--- src/rtl/timer_pkg.sv ---
// Shared definitions for the compare-timer block: register map, arm FSM states
// and CTRL/STATUS bit positions.
package timer_pkg;

  localparam logic [2:0] ADDR_CMP_LO = 3'd0;
  localparam logic [2:0] ADDR_CMP_HI = 3'd1;
  localparam logic [2:0] ADDR_CTRL   = 3'd2;
  localparam logic [2:0] ADDR_STATUS = 3'd3;
  localparam logic [2:0] ADDR_PERIOD = 3'd4;
  localparam logic [2:0] ADDR_CNT_LO = 3'd5;
  localparam logic [2:0] ADDR_CNT_HI = 3'd6;

  localparam int CTRL_INT_EN_BIT   = 0;
  localparam int CTRL_RELOAD_BIT   = 1;
  localparam int STATUS_INT_ST_BIT = 0;
  localparam int STATUS_STATE_LSB  = 1;

  typedef enum logic [1:0] {
    ST_DISARMED = 2'd0,
    ST_STAGED   = 2'd1,
    ST_ARMED    = 2'd2,
    ST_FIRED    = 2'd3
  } arm_state_t;

endpackage

--- src/rtl/timer_cmp_regif.sv ---
// Register decode for timer_cmp_irq: write strobes, CTRL/staging/PERIOD storage,
// counter snapshot and the registered read port. PERIOD exists only with TIMER_CMP_AUTORELOAD_EN.
module timer_cmp_regif
  import timer_pkg::*;
(
  input  logic        sys_clk,
  input  logic        sys_rst_n,
  input  logic [63:0] count,
  input  logic        wr_en,
  input  logic [2:0]  wr_addr,
  input  logic [31:0] wr_data,
  input  logic        rd_en,
  input  logic [2:0]  rd_addr,
  input  logic [63:0] compare,
  input  arm_state_t  state,
  input  logic        int_st,
  output logic [31:0] rd_data,
  output logic        rd_valid,
  output logic [31:0] staging_lo,
  output logic        int_en,
`ifdef TIMER_CMP_AUTORELOAD_EN
  output logic        reload_mode,
  output logic [31:0] period,
`endif
  output logic        cmp_lo_wr,
  output logic        cmp_hi_wr,
  output logic        status_w1c
);

  logic [31:0] cnt_hi_shadow;
  logic [31:0] rd_mux;

  assign cmp_lo_wr  = wr_en && (wr_addr == ADDR_CMP_LO);
  assign cmp_hi_wr  = wr_en && (wr_addr == ADDR_CMP_HI);
  assign status_w1c = wr_en && (wr_addr == ADDR_STATUS) && wr_data[STATUS_INT_ST_BIT];

  // NOTE: every output is given a default first so no path through the case infers a latch.
  always_comb begin
    rd_mux = '0;
    case (rd_addr)
      ADDR_CMP_LO: rd_mux = compare[31:0];
      ADDR_CMP_HI: rd_mux = compare[63:32];
      ADDR_CTRL: begin
        rd_mux[CTRL_INT_EN_BIT] = int_en;
`ifdef TIMER_CMP_AUTORELOAD_EN
        rd_mux[CTRL_RELOAD_BIT] = reload_mode;
`endif
      end
      ADDR_STATUS: begin
        rd_mux[STATUS_INT_ST_BIT]         = int_st;
        rd_mux[STATUS_STATE_LSB +: 2]     = state;
      end
`ifdef TIMER_CMP_AUTORELOAD_EN
      ADDR_PERIOD: rd_mux = period;
`endif
      ADDR_CNT_LO: rd_mux = count[31:0];
      ADDR_CNT_HI: rd_mux = cnt_hi_shadow;
      default:     rd_mux = '0;
    endcase
  end

  // NOTE: state uses non-blocking assignments so every flop samples pre-edge values;
  // this is also what makes a same-cycle read return the pre-write register contents.
  always_ff @(posedge sys_clk or negedge sys_rst_n) begin
    if (!sys_rst_n) begin
      staging_lo    <= '0;
      int_en        <= 1'b0;
`ifdef TIMER_CMP_AUTORELOAD_EN
      reload_mode   <= 1'b0;
      period        <= '0;
`endif
      cnt_hi_shadow <= '0;
      rd_data       <= '0;
      rd_valid      <= 1'b0;
    end else begin
      if (cmp_lo_wr) staging_lo <= wr_data;
      if (wr_en && (wr_addr == ADDR_CTRL)) begin
        int_en      <= wr_data[CTRL_INT_EN_BIT];
`ifdef TIMER_CMP_AUTORELOAD_EN
        reload_mode <= wr_data[CTRL_RELOAD_BIT];
`endif
      end
`ifdef TIMER_CMP_AUTORELOAD_EN
      if (wr_en && (wr_addr == ADDR_PERIOD)) period <= wr_data;
`endif
      // High word is frozen with the low-word read so a 32-bit reader sees a coherent count.
      if (rd_en && (rd_addr == ADDR_CNT_LO)) cnt_hi_shadow <= count[63:32];
      if (rd_en) rd_data <= rd_mux;
      rd_valid <= rd_en;
    end
  end

endmodule

--- src/rtl/timer_cmp_irq.sv ---
// 64-bit compare timer with staged compare load, arm FSM and level interrupt.
// Define TIMER_CMP_AUTORELOAD_EN to enable periodic reload of the compare value.
module timer_cmp_irq
  import timer_pkg::*;
(
  input  logic        sys_clk,
  input  logic        sys_rst_n,
  input  logic [63:0] count,
  input  logic        wr_en,
  input  logic [2:0]  wr_addr,
  input  logic [31:0] wr_data,
  input  logic        rd_en,
  input  logic [2:0]  rd_addr,
  output logic [31:0] rd_data,
  output logic        rd_valid,
  output logic        irq
);

  arm_state_t  state, next_state;
  logic [63:0] compare;
  logic [31:0] staging_lo;
  logic        int_st;
  logic        int_en;
  logic        cmp_lo_wr, cmp_hi_wr, status_w1c;
  logic        match;
  logic        fire;
`ifdef TIMER_CMP_AUTORELOAD_EN
  logic        reload_mode;
  logic [31:0] period;
  logic        reload;
`endif

  timer_cmp_regif u_regif (
    .sys_clk     (sys_clk),
    .sys_rst_n   (sys_rst_n),
    .count       (count),
    .wr_en       (wr_en),
    .wr_addr     (wr_addr),
    .wr_data     (wr_data),
    .rd_en       (rd_en),
    .rd_addr     (rd_addr),
    .compare     (compare),
    .state       (state),
    .int_st      (int_st),
    .rd_data     (rd_data),
    .rd_valid    (rd_valid),
    .staging_lo  (staging_lo),
    .int_en      (int_en),
`ifdef TIMER_CMP_AUTORELOAD_EN
    .reload_mode (reload_mode),
    .period      (period),
`endif
    .cmp_lo_wr   (cmp_lo_wr),
    .cmp_hi_wr   (cmp_hi_wr),
    .status_w1c  (status_w1c)
  );

  assign match = (count >= compare);

  always_ff @(posedge sys_clk or negedge sys_rst_n) begin
    if (!sys_rst_n) state <= ST_DISARMED;
    else            state <= next_state;
  end

  // Compare-register writes take priority over matching and reload on the same edge.
  always_comb begin
    next_state = state;
    if (cmp_hi_wr)      next_state = ST_ARMED;
    else if (cmp_lo_wr) next_state = ST_STAGED;
    else begin
      case (state)
        ST_ARMED: if (match) next_state = ST_FIRED;
`ifdef TIMER_CMP_AUTORELOAD_EN
        ST_FIRED: if (reload_mode) next_state = ST_ARMED;
`endif
        default: ;
      endcase
    end
  end

  always_comb begin
    fire = (state == ST_ARMED) && match && !cmp_lo_wr && !cmp_hi_wr;
`ifdef TIMER_CMP_AUTORELOAD_EN
    reload = (state == ST_FIRED) && reload_mode && !cmp_lo_wr && !cmp_hi_wr;
`endif
  end

  always_ff @(posedge sys_clk or negedge sys_rst_n) begin
    if (!sys_rst_n) begin
      compare <= '0;
      int_st  <= 1'b0;
    end else begin
      if (cmp_hi_wr) compare <= {wr_data, staging_lo};
`ifdef TIMER_CMP_AUTORELOAD_EN
      else if (reload) compare <= compare + {32'd0, period};
`endif
      if (fire)            int_st <= 1'b1;
      else if (status_w1c) int_st <= 1'b0;
    end
  end

  assign irq = int_st && int_en;

endmodule
--- config.mk ---
export PLATFORM = sky130hd
export DESIGN_NAME = timer_cmp_irq
export DESIGN_NICKNAME = d
export VERILOG_FILES = /design/src/rtl/timer_pkg.sv /design/src/rtl/timer_cmp_regif.sv /design/src/rtl/timer_cmp_irq.sv
export SDC_FILE = /design/constraint.sdc
export NUM_CORES = 1
export LEC_CHECK = 0
export CORE_UTILIZATION = 46
export CTS_CLUSTER_DIAMETER = 40
export DETAILED_ROUTE_END_ITERATION = 8
export DONT_BUFFER_PORTS = 1
export SLEW_MARGIN = 20
export SYNTH_ARGS = -nofsm -noshare
export SYNTH_HDL_FRONTEND = slang
export SYNTH_SLANG_ARGS = --single-unit
--- constraint.sdc ---
create_clock -name sys_clk -period 2.2 [get_ports sys_clk]
set_input_delay 0.11 -clock sys_clk [delete_from_list [all_inputs] [get_ports sys_clk]]
set_output_delay 0.11 -clock sys_clk [all_outputs]
set_load 0.01 [all_outputs]
## After elaboration in Yosys (flattened, before gate mapping)

Index checks and enable logic that the tools add are counted.

| operators by class | value |
|---|---|
| add/sub/neg operators | 0 |
| multiply operators | 0 |
| divide/modulo/power cells | 0 |
| magnitude comparators | 1 |
| equality and inequality tests | 9 |
| shift-type cells | 0 |
| muxes and demuxes | 9 |
| bitwise operators | 0 |
| reduce and logical (&&, ||, !) cells | 18 |

Operators by type and width:

| operator | number |
|---|---|
| $pmux W29 S4 | 1 |
| $ge A64 B64 Y1 | 1 |
| $eq A3 B2 Y1 const B | 4 |
| $logic_and A1 B1 Y1 | 10 |
| $pmux W2 S5 | 1 |
| $mux W2 | 4 |
| $eq A3 B1 Y1 const B | 2 |
| $eq A3 B3 Y1 const B | 2 |
| $logic_not A3 Y1 | 2 |
| $pmux W1 S6 | 1 |
| $reduce_bool A3 Y1 | 2 |
| $eq A2 B2 Y1 const B | 1 |
| $logic_not A1 Y1 | 2 |
| $mux W1 | 2 |
| $reduce_and A2 Y1 | 1 |
| $reduce_bool A2 Y1 | 1 |

| storage, ports and cells | value |
|---|---|
| register bits after elaboration | 165 |
| bits in latches | 0 |
| RAM bits | 0 |
| bits in read-only memories | 0 |
| input bits | 106 |
| output and inout port bits | 34 |
| memories kept | 0 |

## Longest topological paths before layout

| depth | value |
|---|---|
| depth in word-level cells | 6 |
| gate-level depth with buffers | 8 |
| depth with buffers taken out | 8 |

## Cells and area by module

Synthesis repeated with hierarchy kept, for this count alone.

| second synthesis, totals | value |
|---|---|
| cell total of the unflattened synthesis | 847 |
| area total of the unflattened synthesis | 8753.4 um^2 |

By module, submodules not included:

| module | times used | cells each | area an instance (um^2) |
|---|---|---|---|
| timer_cmp_regif | 1 | 400 | 4788.3 |
| timer_cmp_irq | 1 | 447 | 3965.1 |

## Worst setup path after synthesis

Ideal clock, no wire load.

| path | value |
|---|---|
| kind | register -> register |
| start | register compare[61] |
| end | register state[0] |
| setup time | 134 ps |
| arrival time | 1742 ps |
| slack | 324 ps |
| stages on the path, launching flop included | 9 |
| period minus slack after synthesis | 1876 ps |
| cell sequence | dfrtp_1 > inv_1 > ha_1 > a21o_1 > a21o_1 > a221oi_2 > o21ai_1 > nor4_2 > o22ai_1 |

| on the way | value |
|---|---|
| cells in the longest elaborated chain, start to end | 3 |

RTL lines:

| element | RTL line | source |
|---|---|---|
| from (decl) | timer_cmp_irq.sv:20 | `logic [63:0] compare;` |
| from (signal assigned) | timer_cmp_irq.sv:93 | `if (cmp_hi_wr) compare <= {wr_data, staging_lo};` |
| $ge A64 B64 Y1 | timer_cmp_irq.sv:58 | `assign match = (count >= compare);` |
| $reduce_bool A3 Y1 (no line) | n/a |  |
| $reduce_and A2 Y1 (no line) | n/a |  |
| to (signal assigned) | timer_cmp_irq.sv:62 | `else state <= next_state;` |
| to (decl) | timer_cmp_irq.sv:19 | `arm_state_t state, next_state;` |

No other way between the ends.
A chain may end at the register's enable or synchronous reset.

## Final worst setup path

| path | value |
|---|---|
| start | register compare[0] |
| end | register state[0] |

The elaborated chain is that of the path after synthesis.

==> results.ini <==
[status]
outcome = finished with violations
violations = negative hold slack

[timing]
fin_crit_ns = 2.07
fin_worst_skew_ns = 0.00638
finalMaxSlewViolations = 0
finalSetupTns_ns = 0
grt_setup_unrepaired = yes
hold_viol = 165
worstMarginPinSlew_ns = 0.749
fin_crit_sh_pct = 94.1
worst_slack_ns = 0.130
finalHoldWorstSlack_ns = -0.622
relSlewSlack_pct = 49.9
max_freq_ghz = 0.483
setup_viol = 0

[placed_design]
gp_congestion = 0.824
dp_hpwl_microns = 15000
place_ws_ns = 0.0929
io_buffer_count = 0
place_inst = 994

[routing]
drt_iter0_drc = 462
wl_per_cell_microns = 20.3
vias_per_cell = 5.79
drc = 0
drt_wl_total_microns = 22800
vias = 6519
dr.pass1.iters = 5
ant_nets = 0

[clocking]
numCtsBuffers = 17
cts_tree = yes
path_clk_slew_ns = 0.06
clockBufferDepth = 2
insertion_delay_ns = 0.42
clock-sinks = 165
cts_hold_buf = 99
root_buffer = clkbuf_16
h-tree-depth = 4

[finish]
nets = 1059
layoutNonFillerInstCount = 1126
final_common_cell = dfrtp_1
diodes = 0
area_growth_pct = 22.8
drive_above_1_share_pct = 14.1
final_cell_mix = 165 x dfrtp_1, 98 x inv_1, 98 x dlygate4sd3_1

[synthesis]
synth-compound-area-share_pct = 16.8
synthFlopType = dfrtp_1
ys_seq_area_share_pct = 49.6
synth-simple-area-share_pct = 7.87
yosys.area_share.xor_xnor_pct = 0
synthesis.nets = 966
async_flop_share_pct = 100
synth_area_per_cell_sq_um = 10.5
ys_ff_latch = 165
synth_top_family_by_area = compound AO/OA/AOI/OAI gates
synth_cell_types = 40
yosys_warnings = 0
synth_edf_count = 0
synth_fa_ha_area_share_pct = 9.61
syn-cell-area_sq_um = 8330
syn_inst = 796
synthMuxAreaShare_pct = 9.30

[power]
vdd_drop_max_mv = 0.549
swShare_pct = 28.1
clkPwrFrac_pct = 33.9
p_leak_nw = 4.53
p_sw_mw = 2.49
p_comb_share_pct = 20.8
power_mw = 8.86
p_int_mw = 6.37
power_frac_seq_pct = 45.3
power.density_nw_per_um2 = 867

[floorplan]
start_util_pct = 47.7
die-height_microns = 137
dieArea_sq_um = 18600
core_region_area_sq_um = 17500
die_w_microns = 137
core.rowCount = 48
io_pins = 140

[grt]
busiest_layer = met2
use_met2_pct = 41.7
grt_usage_pct = 25.9
grt_pass1_wl_microns = 36300
met1_usage_pct = 34.3
grt_use_met3_pct = 6.04
grt_max_degree = 166
grt_pass1_vias = 6812
grt_overflow = 0
antenna_found_initial = 0

[setup_path]
endpoint_kind = register
cp.required_ns = 2.49
startpoint_type = register
worst-path-max-fanout = 3
crit_type = register to register
critical_path_arrival_ns = 2.36

[run]
maxCapViolCount = 0

[worst_hold_path]
hold_class = input pin to async pin

flip-flops by register name, indices dropped and copies added (netlist names):
signal and flops:
u_regif.cnt_hi_shadow 32, u_regif.staging_lo 32, u_regif.int_en 1, int_st 1, state 2, u_regif.rd_valid 1, u_regif.rd_data 32, compare 64
through the flow:
stage	instance area, sq um	hold slack (ns)	utilization, %
2_1_floorplan	8330	-0.186	-
3_3_place_gp	8590	-0.181	49.1
3_5_place_dp	8590	-0.181	49.1
4_1_cts	10200	-0.635	58.3
5_1_grt	10200	-0.643	58.5
6_report	10200	-0.622	58.5
synthesized netlist by cell type (2+ instances only):
cell,instances,share of area [%]
dfrtp_1,165,50
inv_1,98,4.4
nand2_1,95,4.3
o21ai_0,76,4.6
mux2_2,65,8.8
ha_1,64,9.6
a221oi_1,36,3.8
o22ai_1,30,2.3
a22o_1,29,3.0
a21oi_1,28,1.7
buf_2,27,1.6
clkbuf_1,13,0.59
nor2_1,13,0.59
nand4_1,9,0.68
nand3_1,5,0.30
nor3_1,5,0.30
a21o_1,3,0.27
and2_1,3,0.23
o21ai_1,3,0.18
a22oi_1,2,0.18
buf_4,2,0.18
mux2_1,2,0.27
mux2i_1,2,0.24
nand2b_1,2,0.15
nor2b_1,2,0.15
nor3b_1,2,0.18
nor4_1,2,0.15
power by group through the flow:
| stage | Clock [mW] | Combinational [mW] | Sequential [mW] |
|---|---|---|---|
| 3_3_place_gp | 0 | 1.56 | 4.03 |
| 3_5_place_dp | 0 | 1.62 | 4.07 |
| 6_report | 3.01 | 1.84 | 4.02 |
| 4_1_cts | 3.06 | 1.81 | 4.01 |
| 5_1_grt | 3.18 | 2.08 | 4.09 |
| 2_1_floorplan | 0 | 1.27 | 3.95 |
area by class of cell:
type	count	area [sq um]
clock buffers	24	502
flip-flops and latches	165	4130
fillers	1494	7250
multi-input cells	491	3680
repair buffers	116	1170
inverters	98	368
clock inverters	7	93.8
well taps	225	282
critical path: stages, from the launching register on:
cell and delay (ns):
dfrtp_1 0.39, ha_1 0.27, nand2b_4 0.13, a2111o_1 0.38, a32oi_2 0.24, a211oi_2 0.10
nor4_2 0.32, o22ai_1 0.11
per-layer routing:
layer / vias up / routed length [microns]
met5: - / 0
met4: 0 / 353
met2: 227 / 10900
met3: 28 / 1550
li1: 3013 / -
met1: 3251 / 10000
worst paths after layout:
kind	start	endpoint	slack (ns)	depth (start not counted)
worst max-delay path	compare[0]$_DFFE_PN0P_	state[0]$_DFFE_PN0P_	0.13	7
worst min-delay path	sys_rst_n	u_regif.staging_lo[25]$_DFFE_PN0P_	-0.62	0
worst max register to register	compare[0]$_DFFE_PN0P_	state[0]$_DFFE_PN0P_	0.13	7
worst min register to register	u_regif.staging_lo[7]$_DFFE_PN0P_	compare[7]$_DFFE_PN0P_	0.48	2
max in group asynchronous	sys_rst_n	u_regif.staging_lo[4]$_DFFE_PN0P_	2.52	0
min in group sys_clk	rd_en	u_regif.rd_data[9]$_DFFE_PN0P_	0.03	3
timing repair:
item | CTS | global route
gates resized for setup | 0 | 4
setup endpoints to repair | 0 | 2
setup buffers | 0 | 2
hold endpoints to repair | 299 | 165
cells by family after synthesis:
| logic type | Yosys count |
|---|---|
| AOI/OAI and AO/OA | 214 |
| adders and majority gates | 64 |
| buffers and inverters | 140 |
| DFF | 165 |
| muxes | 69 |
| and+or+nand+nor | 144 |
Power figures use the tool's default switching activity.
